--- src/rtl/tlul_err_gate.sv ---
// TL-UL error gate: forwards legal A requests, answers flagged ones locally.
// Optional error counter enabled with `define TLUL_ERR_GATE_CNT_EN.

package tlul_err_gate_pkg;

    localparam int TL_AW  = 32;
    localparam int TL_DW  = 32;
    localparam int TL_DBW = TL_DW / 8;
    localparam int TL_SZW = 2;
    localparam int TL_AIW = 8;
    localparam int TL_DIW = 1;
    localparam int TL_AUW = 4;
    localparam int TL_DUW = 4;

    localparam logic [2:0] PutFullData    = 3'h0;
    localparam logic [2:0] PutPartialData = 3'h1;
    localparam logic [2:0] Get            = 3'h4;
    localparam logic [2:0] AccessAck      = 3'h0;
    localparam logic [2:0] AccessAckData  = 3'h1;

    typedef struct packed {
        logic              a_valid;
        logic [2:0]        a_opcode;
        logic [2:0]        a_param;
        logic [TL_SZW-1:0] a_size;
        logic [TL_AIW-1:0] a_source;
        logic [TL_AW-1:0]  a_address;
        logic [TL_DBW-1:0] a_mask;
        logic [TL_DW-1:0]  a_data;
        logic [TL_AUW-1:0] a_user;
        logic              d_ready;
    } tl_h2d_t;

    typedef struct packed {
        logic              d_valid;
        logic [2:0]        d_opcode;
        logic [2:0]        d_param;
        logic [TL_SZW-1:0] d_size;
        logic [TL_AIW-1:0] d_source;
        logic [TL_DIW-1:0] d_sink;
        logic [TL_DW-1:0]  d_data;
        logic [TL_DUW-1:0] d_user;
        logic              d_error;
        logic              a_ready;
    } tl_d2h_t;

endpackage

module tlul_err_gate
    import tlul_err_gate_pkg::*;
#(
    parameter int unsigned      MaxOutstanding = 4,
    parameter logic [TL_DW-1:0] ErrRdata       = {TL_DW{1'b1}}
) (
    input  logic    clk_i,
    input  logic    rst_ni,
    input  tl_h2d_t tl_h_i,
    output tl_d2h_t tl_h_o,
    output tl_h2d_t tl_d_o,
    input  tl_d2h_t tl_d_i,
    input  logic    err_i
`ifdef TLUL_ERR_GATE_CNT_EN
   ,input  logic        err_cnt_clr_i,
    output logic [15:0] err_cnt_o
`endif
);

    localparam int CW = $clog2(MaxOutstanding + 1);
    localparam logic [CW-1:0] MaxCnt = CW'(MaxOutstanding);

    typedef enum logic [1:0] {
        ST_PASS,
        ST_DRAIN,
        ST_RESP
    } state_e;

    state_e            r_state;
    logic [CW-1:0]     r_cnt;
    logic [TL_AIW-1:0] r_src;
    logic [TL_SZW-1:0] r_size;
    logic              r_get;

    logic          w_err_req;
    logic          w_room;
    logic          w_inc;
    logic          w_dec;
    logic [CW-1:0] w_cnt_next;

    assign w_err_req = tl_h_i.a_valid & err_i;
    assign w_room    = (r_cnt < MaxCnt);
    assign w_inc     = tl_d_o.a_valid & tl_d_i.a_ready;
    // Only count device responses we actually let through; never wrap below 0.
    assign w_dec     = tl_d_i.d_valid & tl_d_o.d_ready & (r_cnt != '0);

    // Next outstanding count; simultaneous +1/-1 cancel out.
    always_comb begin
        w_cnt_next = r_cnt;
        case ({w_inc, w_dec})
            2'b10:   w_cnt_next = r_cnt + 1'b1;
            2'b01:   w_cnt_next = r_cnt - 1'b1;
            default: w_cnt_next = r_cnt;
        endcase
    end

    // Channel steering: pass-through, blocked, or local error response.
    always_comb begin
        tl_d_o         = tl_h_i;
        tl_d_o.a_valid = 1'b0;
        tl_h_o         = tl_d_i;
        tl_h_o.a_ready = 1'b0;
        case (r_state)
            ST_PASS: begin
                if (w_err_req) begin
                    tl_h_o.a_ready = 1'b1;
                end else begin
                    tl_d_o.a_valid = tl_h_i.a_valid & w_room;
                    tl_h_o.a_ready = tl_d_i.a_ready & w_room;
                end
            end
            ST_RESP: begin
                tl_h_o          = '0;
                tl_h_o.d_valid  = 1'b1;
                tl_h_o.d_error  = 1'b1;
                tl_h_o.d_source = r_src;
                tl_h_o.d_size   = r_size;
                tl_h_o.d_opcode = r_get ? AccessAckData : AccessAck;
                tl_h_o.d_data   = r_get ? ErrRdata : '0;
                tl_d_o.d_ready  = 1'b0;
            end
            default: ;
        endcase
        if (!rst_ni) begin
            tl_h_o.a_ready = 1'b0;
            tl_h_o.d_valid = 1'b0;
            tl_d_o.a_valid = 1'b0;
            tl_d_o.d_ready = 1'b0;
        end
    end

    // Outstanding counter.
    always_ff @(posedge clk_i) begin
        if (!rst_ni) begin
            r_cnt <= '0;
        end else begin
            r_cnt <= w_cnt_next;
        end
    end

    // Gate FSM: capture error request, wait for drain, then respond.
    always_ff @(posedge clk_i) begin
        if (!rst_ni) begin
            r_state <= ST_PASS;
            r_src   <= '0;
            r_size  <= '0;
            r_get   <= 1'b0;
        end else begin
            case (r_state)
                ST_PASS: begin
                    if (w_err_req) begin
                        r_src   <= tl_h_i.a_source;
                        r_size  <= tl_h_i.a_size;
                        r_get   <= (tl_h_i.a_opcode == Get);
                        r_state <= (w_cnt_next == '0) ? ST_RESP : ST_DRAIN;
                    end
                end
                ST_DRAIN: begin
                    if (w_cnt_next == '0) begin
                        r_state <= ST_RESP;
                    end
                end
                ST_RESP: begin
                    if (tl_h_i.d_ready) begin
                        r_state <= ST_PASS;
                    end
                end
                default: r_state <= ST_PASS;
            endcase
        end
    end

`ifdef TLUL_ERR_GATE_CNT_EN
    logic [15:0] r_err_cnt;
    logic        w_err_acc;

    assign w_err_acc = (r_state == ST_PASS) & w_err_req;
    assign err_cnt_o = r_err_cnt;

    // Saturating count of accepted error requests; clear has priority.
    always_ff @(posedge clk_i) begin
        if (!rst_ni) begin
            r_err_cnt <= '0;
        end else if (err_cnt_clr_i) begin
            r_err_cnt <= '0;
        end else if (w_err_acc && (r_err_cnt != 16'hFFFF)) begin
            r_err_cnt <= r_err_cnt + 16'd1;
        end
    end
`endif

endmodule

--- config.mk ---
export PLATFORM = sky130hd
export DESIGN_NAME = tlul_err_gate
export DESIGN_NICKNAME = d
export VERILOG_FILES = /design/src/rtl/tlul_err_gate.sv
export SDC_FILE = /design/constraint.sdc
export NUM_CORES = 1
export LEC_CHECK = 0
export BUFFER_PORTS_ARGS = -buffer_cell sky130_fd_sc_hd__buf_2
export CAP_MARGIN = 25
export CORE_AREA = 10 10 106 108
export DETAILED_ROUTE_END_ITERATION = 10
export DIE_AREA = 0 0 116 118
export GPL_ROUTABILITY_DRIVEN = 0
export PLACE_DENSITY = 0.64
export SETUP_SLACK_MARGIN = 0.1
export SLEW_MARGIN = 20
export SYNTH_ARGS = -nofsm -noshare
export SYNTH_HDL_FRONTEND = slang
export SYNTH_SLANG_ARGS = --single-unit
--- constraint.sdc ---
create_clock -name clk_i -period 5.6 [get_ports clk_i]
set_input_delay 0.84 -clock clk_i [delete_from_list [all_inputs] [get_ports clk_i]]
set_output_delay 0.84 -clock clk_i [all_outputs]
set_load 0.005 [all_outputs]
==> summary.txt <==
Status
  – Outcome: complete, no violations

GRT
  – First-pass GRT wire length: around 12000 um
  – Met3 Use GR: under 10%
  – GR Overflow Total: 0
  – Met2 Usage GRT: 19.7%
  – GR peak layer: met2
  – GRT met1 Usage: 10.0%
  – Largest net degree at the start of global routing: between 50 and 60
  – Antenna violations before repair: 2
  – Vias in the first global route: a little over 2000
  – Total GRT Usage: between 10 and 15%

Critical path
  – CP max-delay cell: nand2b_2
  – R2r worst-path depth: 9
  – Crit-path max FO: 28
  – Critical path's largest stage delay: 0.53 ns
  – Critical path depth: 9
  – Buf/Inv on CP: 1
  – Worst Setup SP: r_state[0]$_SDFFE_PN0P_
  – Top delay family on crit path: simple AND/OR/NAND/NOR gates
  – FF-to-FF Start: r_state[0]$_SDFFE_PN0P_
  – Setup crit end kind: flip-flop
  – Reg2reg setup slack: 2.79 ns
  – WP data required: between 5 and 6 ns
  – Worst flop-to-flop path endpoint: r_state[1]$_SDFFE_PN0P_
  – End of the critical path: r_state[1]$_SDFFE_PN0P_
  – Crit-path cells: nand2b_2 > and3_1 > o311a_1 > ha_1 > inv_1 > fa_1 > xor2_1 > or3_4 > a41o_1
  – Worst setup SP type: flip-flop
  – CP Class: reg -> reg
  – Worst Path Arrival: 2.95 ns

STA
  – Max Freq: about 0.36 GHz
  – Minimum clock period after layout: 2.81 ns
  – Final cycle utilization of the critical path: roughly half
  – Final setup fails: 0
  – Clock Skew: approximately 0.0037 ns
  – Slew @ Worst Pin: approximately 0.63 ns
  – Min setup slack post-route: 2.79 ns
  – Final setup TNS: 0 ns
  – Max Slew Vio Count: 0
  – Slew headroom: slightly below 60%
  – Final hold viol count: 0
  – Unrepaired setup endpoints after global routing: no

Run
  – Number of max-cap violations: 0

Yosys
  – Unique masters post-synth: 30
  – Seq/Total Area, Yosys: around 17%
  – Synth area leaders: buf_4 37%, nand2_1 24%, dfxtp_1 17%
  – EDFF count, synth: 0
  – Post-synth top flop: dfxtp_1
  – Post-Synthesis Cells: a little under 300
  – Synth area leader: buf_4
  – Syn avg cell area: 6.37 um^2
  – Top cell type's share of synthesized area: a little under two fifths
  – Ys async rst share: 0%
  – Synth Net Count: 445
  – Register bit count reported by yosys: 16
  – Post-Syn Area: between 1500 and 2000 um^2
  – Syn. warnings: 0

Floorplan
  – # IOs: between 200 and 300
  – Die X: between 100 and 150 um
  – Die Ht: 118 um
  – Initial Util: 20.6%
  – Die Footprint: 13700 um^2
  – Core Box Area: roughly 9100 um^2
  – Row cnt: 35

Drt
  – Pre-antenna DRT Iters: 4
  – Total Routed Length: around 8500 um
  – Detailed-route via count: between 1500 and 2000
  – DR DRC count: 0
  – Routed vias/inst: between 4 and 5
  – Antenna viol nets, final: 0
  – Routed len/inst: 18.7 um
  – Iter 0 DRT Violations: 56

Clock tree
  – CTS root buffer: clkbuf_8
  – Cts hold-fix bufs: 0
  – H-tree levels: 1
  – Clk pin slew, worst setup/hold paths: around 0.060 ns
  – Worst skew pair latency: between 0.2 and 0.25 ns
  – Setup bufs post-CTS: 0
  – CTS tree: done
  – Clock sinks: 16
  – # resized after CTS: 0
  – CTS buffer count: 3
  – Max Root-Sink Buffers: 2

Placed design
  – PortBufs: approximately 140
  – DP Wirelength: approximately 7500 um
  – Dpl ws: around 2.5 ns
  – Placed Area: 2000 um^2

Cells and area
  – # nets final: slightly below 500
  – Share of cells above drive strength 1: between 40 and 50%
  – Cell area after layout: ~2100 um^2
  – Most frequent cells in the layout: 144 x buf_2, 118 x nand2_1, 16 x dfxtp_1
  – Commonest non-fill, non-tap cell in the layout: buf_2
  – Layout overhead on the synthesized area: 10.8%

Worst hold path
  – Hold Crit Class: reg -> reg

Power
  – Comb pwr share: 41.8%
  – Power share of the sequential group: between 30% and 40%
  – PnR Total Power: roughly 360 uW
  – P_leak: 0.00126 uW
  – Power share of the clock group: a little under a quarter
  – Sw power: approximately 120 uW
  – VDD IR max: 98.8 uV
  – Internal power: roughly 240 uW
  – PD cells: 172 nW/um^2
  – Net Sw Frac: about a third
sequential cells by signal, indices dropped and copies added, names as in the netlist:
register	count
r_src	8
r_cnt	3
r_size	2
r_state	2
r_get	1
cell type report:
cell class,instances,area (um^2)
fillers,1082,7030
multi-input cells,173,808
repair buffers,145,748
flip-flops and latches,16,320
well taps,111,139
clock buffers,3,41.3
inverters,4,15.0
diodes,1,2.50
synthesized netlist by cell type (2+ instances only):
| cell type | number |
|---|---|
| inv_1 | 3 |
| nor2_1 | 6 |
| nand2b_1 | 2 |
| buf_4 | 92 |
| and2_1 | 10 |
| dfxtp_1 | 16 |
| nand2_1 | 119 |
| nor3_1 | 3 |
| xor2_1 | 2 |
| a21oi_1 | 14 |
| buf_2 | 8 |
per-layer routing:
metal / routed length [um] / up-vias
li1: - / 918
met2: 4250 / 145
met1: 2740 / 779
met3: 1320 / 20
met4: 156 / 2
met5: 20 / -
worst min path at each step:
stage                                     start                     to  slack (ns)  cells past startpoint
final                     r_src[5]$_SDFFE_PN0P_  r_src[5]$_SDFFE_PN0P_        0.45                      2
after global routing      r_src[5]$_SDFFE_PN0P_  r_src[5]$_SDFFE_PN0P_        0.47                      2
after CTS                    r_get$_SDFFE_PN0P_     r_get$_SDFFE_PN0P_        0.45                      2
after detailed placement     r_get$_SDFFE_PN0P_     r_get$_SDFFE_PN0P_        0.44                      2
after global placement       r_get$_SDFFE_PN0P_     r_get$_SDFFE_PN0P_        0.44                      2
after floorplan              r_get$_SDFFE_PN0P_     r_get$_SDFFE_PN0P_        0.43                      2
worst reg2reg max path, stage by stage (launching register included):
cell and delay, ns:
dfxtp_1 0.39, nand2b_2 0.53, and3_1 0.27, o311a_1 0.17, ha_1 0.18, inv_1 0.06, fa_1 0.37, xor2_1 0.16
or3_4 0.34, a41o_1 0.24
stage by stage:
stage / hold slack [ns] / utilization (%) / cells
finish: 0.453 / 22.8 / 453
global route: 0.473 / 22.8 / 453
CTS: 0.454 / 22.4 / 451
detailed placement: 0.445 / 22.0 / 448
global placement: 0.442 / 22.0 / 448
floorplan: 0.432 / - / 294
power groups by stage:
stage | Combinational (uW) | Clock [uW] | Sequential [uW]
2_1_floorplan | 118 | 0 | 125
3_3_place_gp | 146 | 0 | 126
3_5_place_dp | 148 | 0 | 126
4_1_cts | 149 | 88.2 | 124
5_1_grt | 167 | 94.3 | 124
6_report | 149 | 83.8 | 124
cells by family (layout without fill, tap and decap cells):
| logic type | Yosys count | after routing | synth area share [%] |
|---|---|---|---|
| AO/OA/AOI/OAI | 20 | 20 | 6.28 |
| XOR/XNOR | 2 | 2 | 0.935 |
| adder cells (fa/ha/maj) | 2 | 2 | 1.74 |
| buffers and inverters | 105 | 152 | 40.0 |
| flip-flops | 16 | 16 | 17.1 |
| other | 0 | 1 | 0 |
| AND/OR/NAND/NOR | 149 | 149 | 33.9 |
No activity file was read; power rests on OpenSTA's default activity.
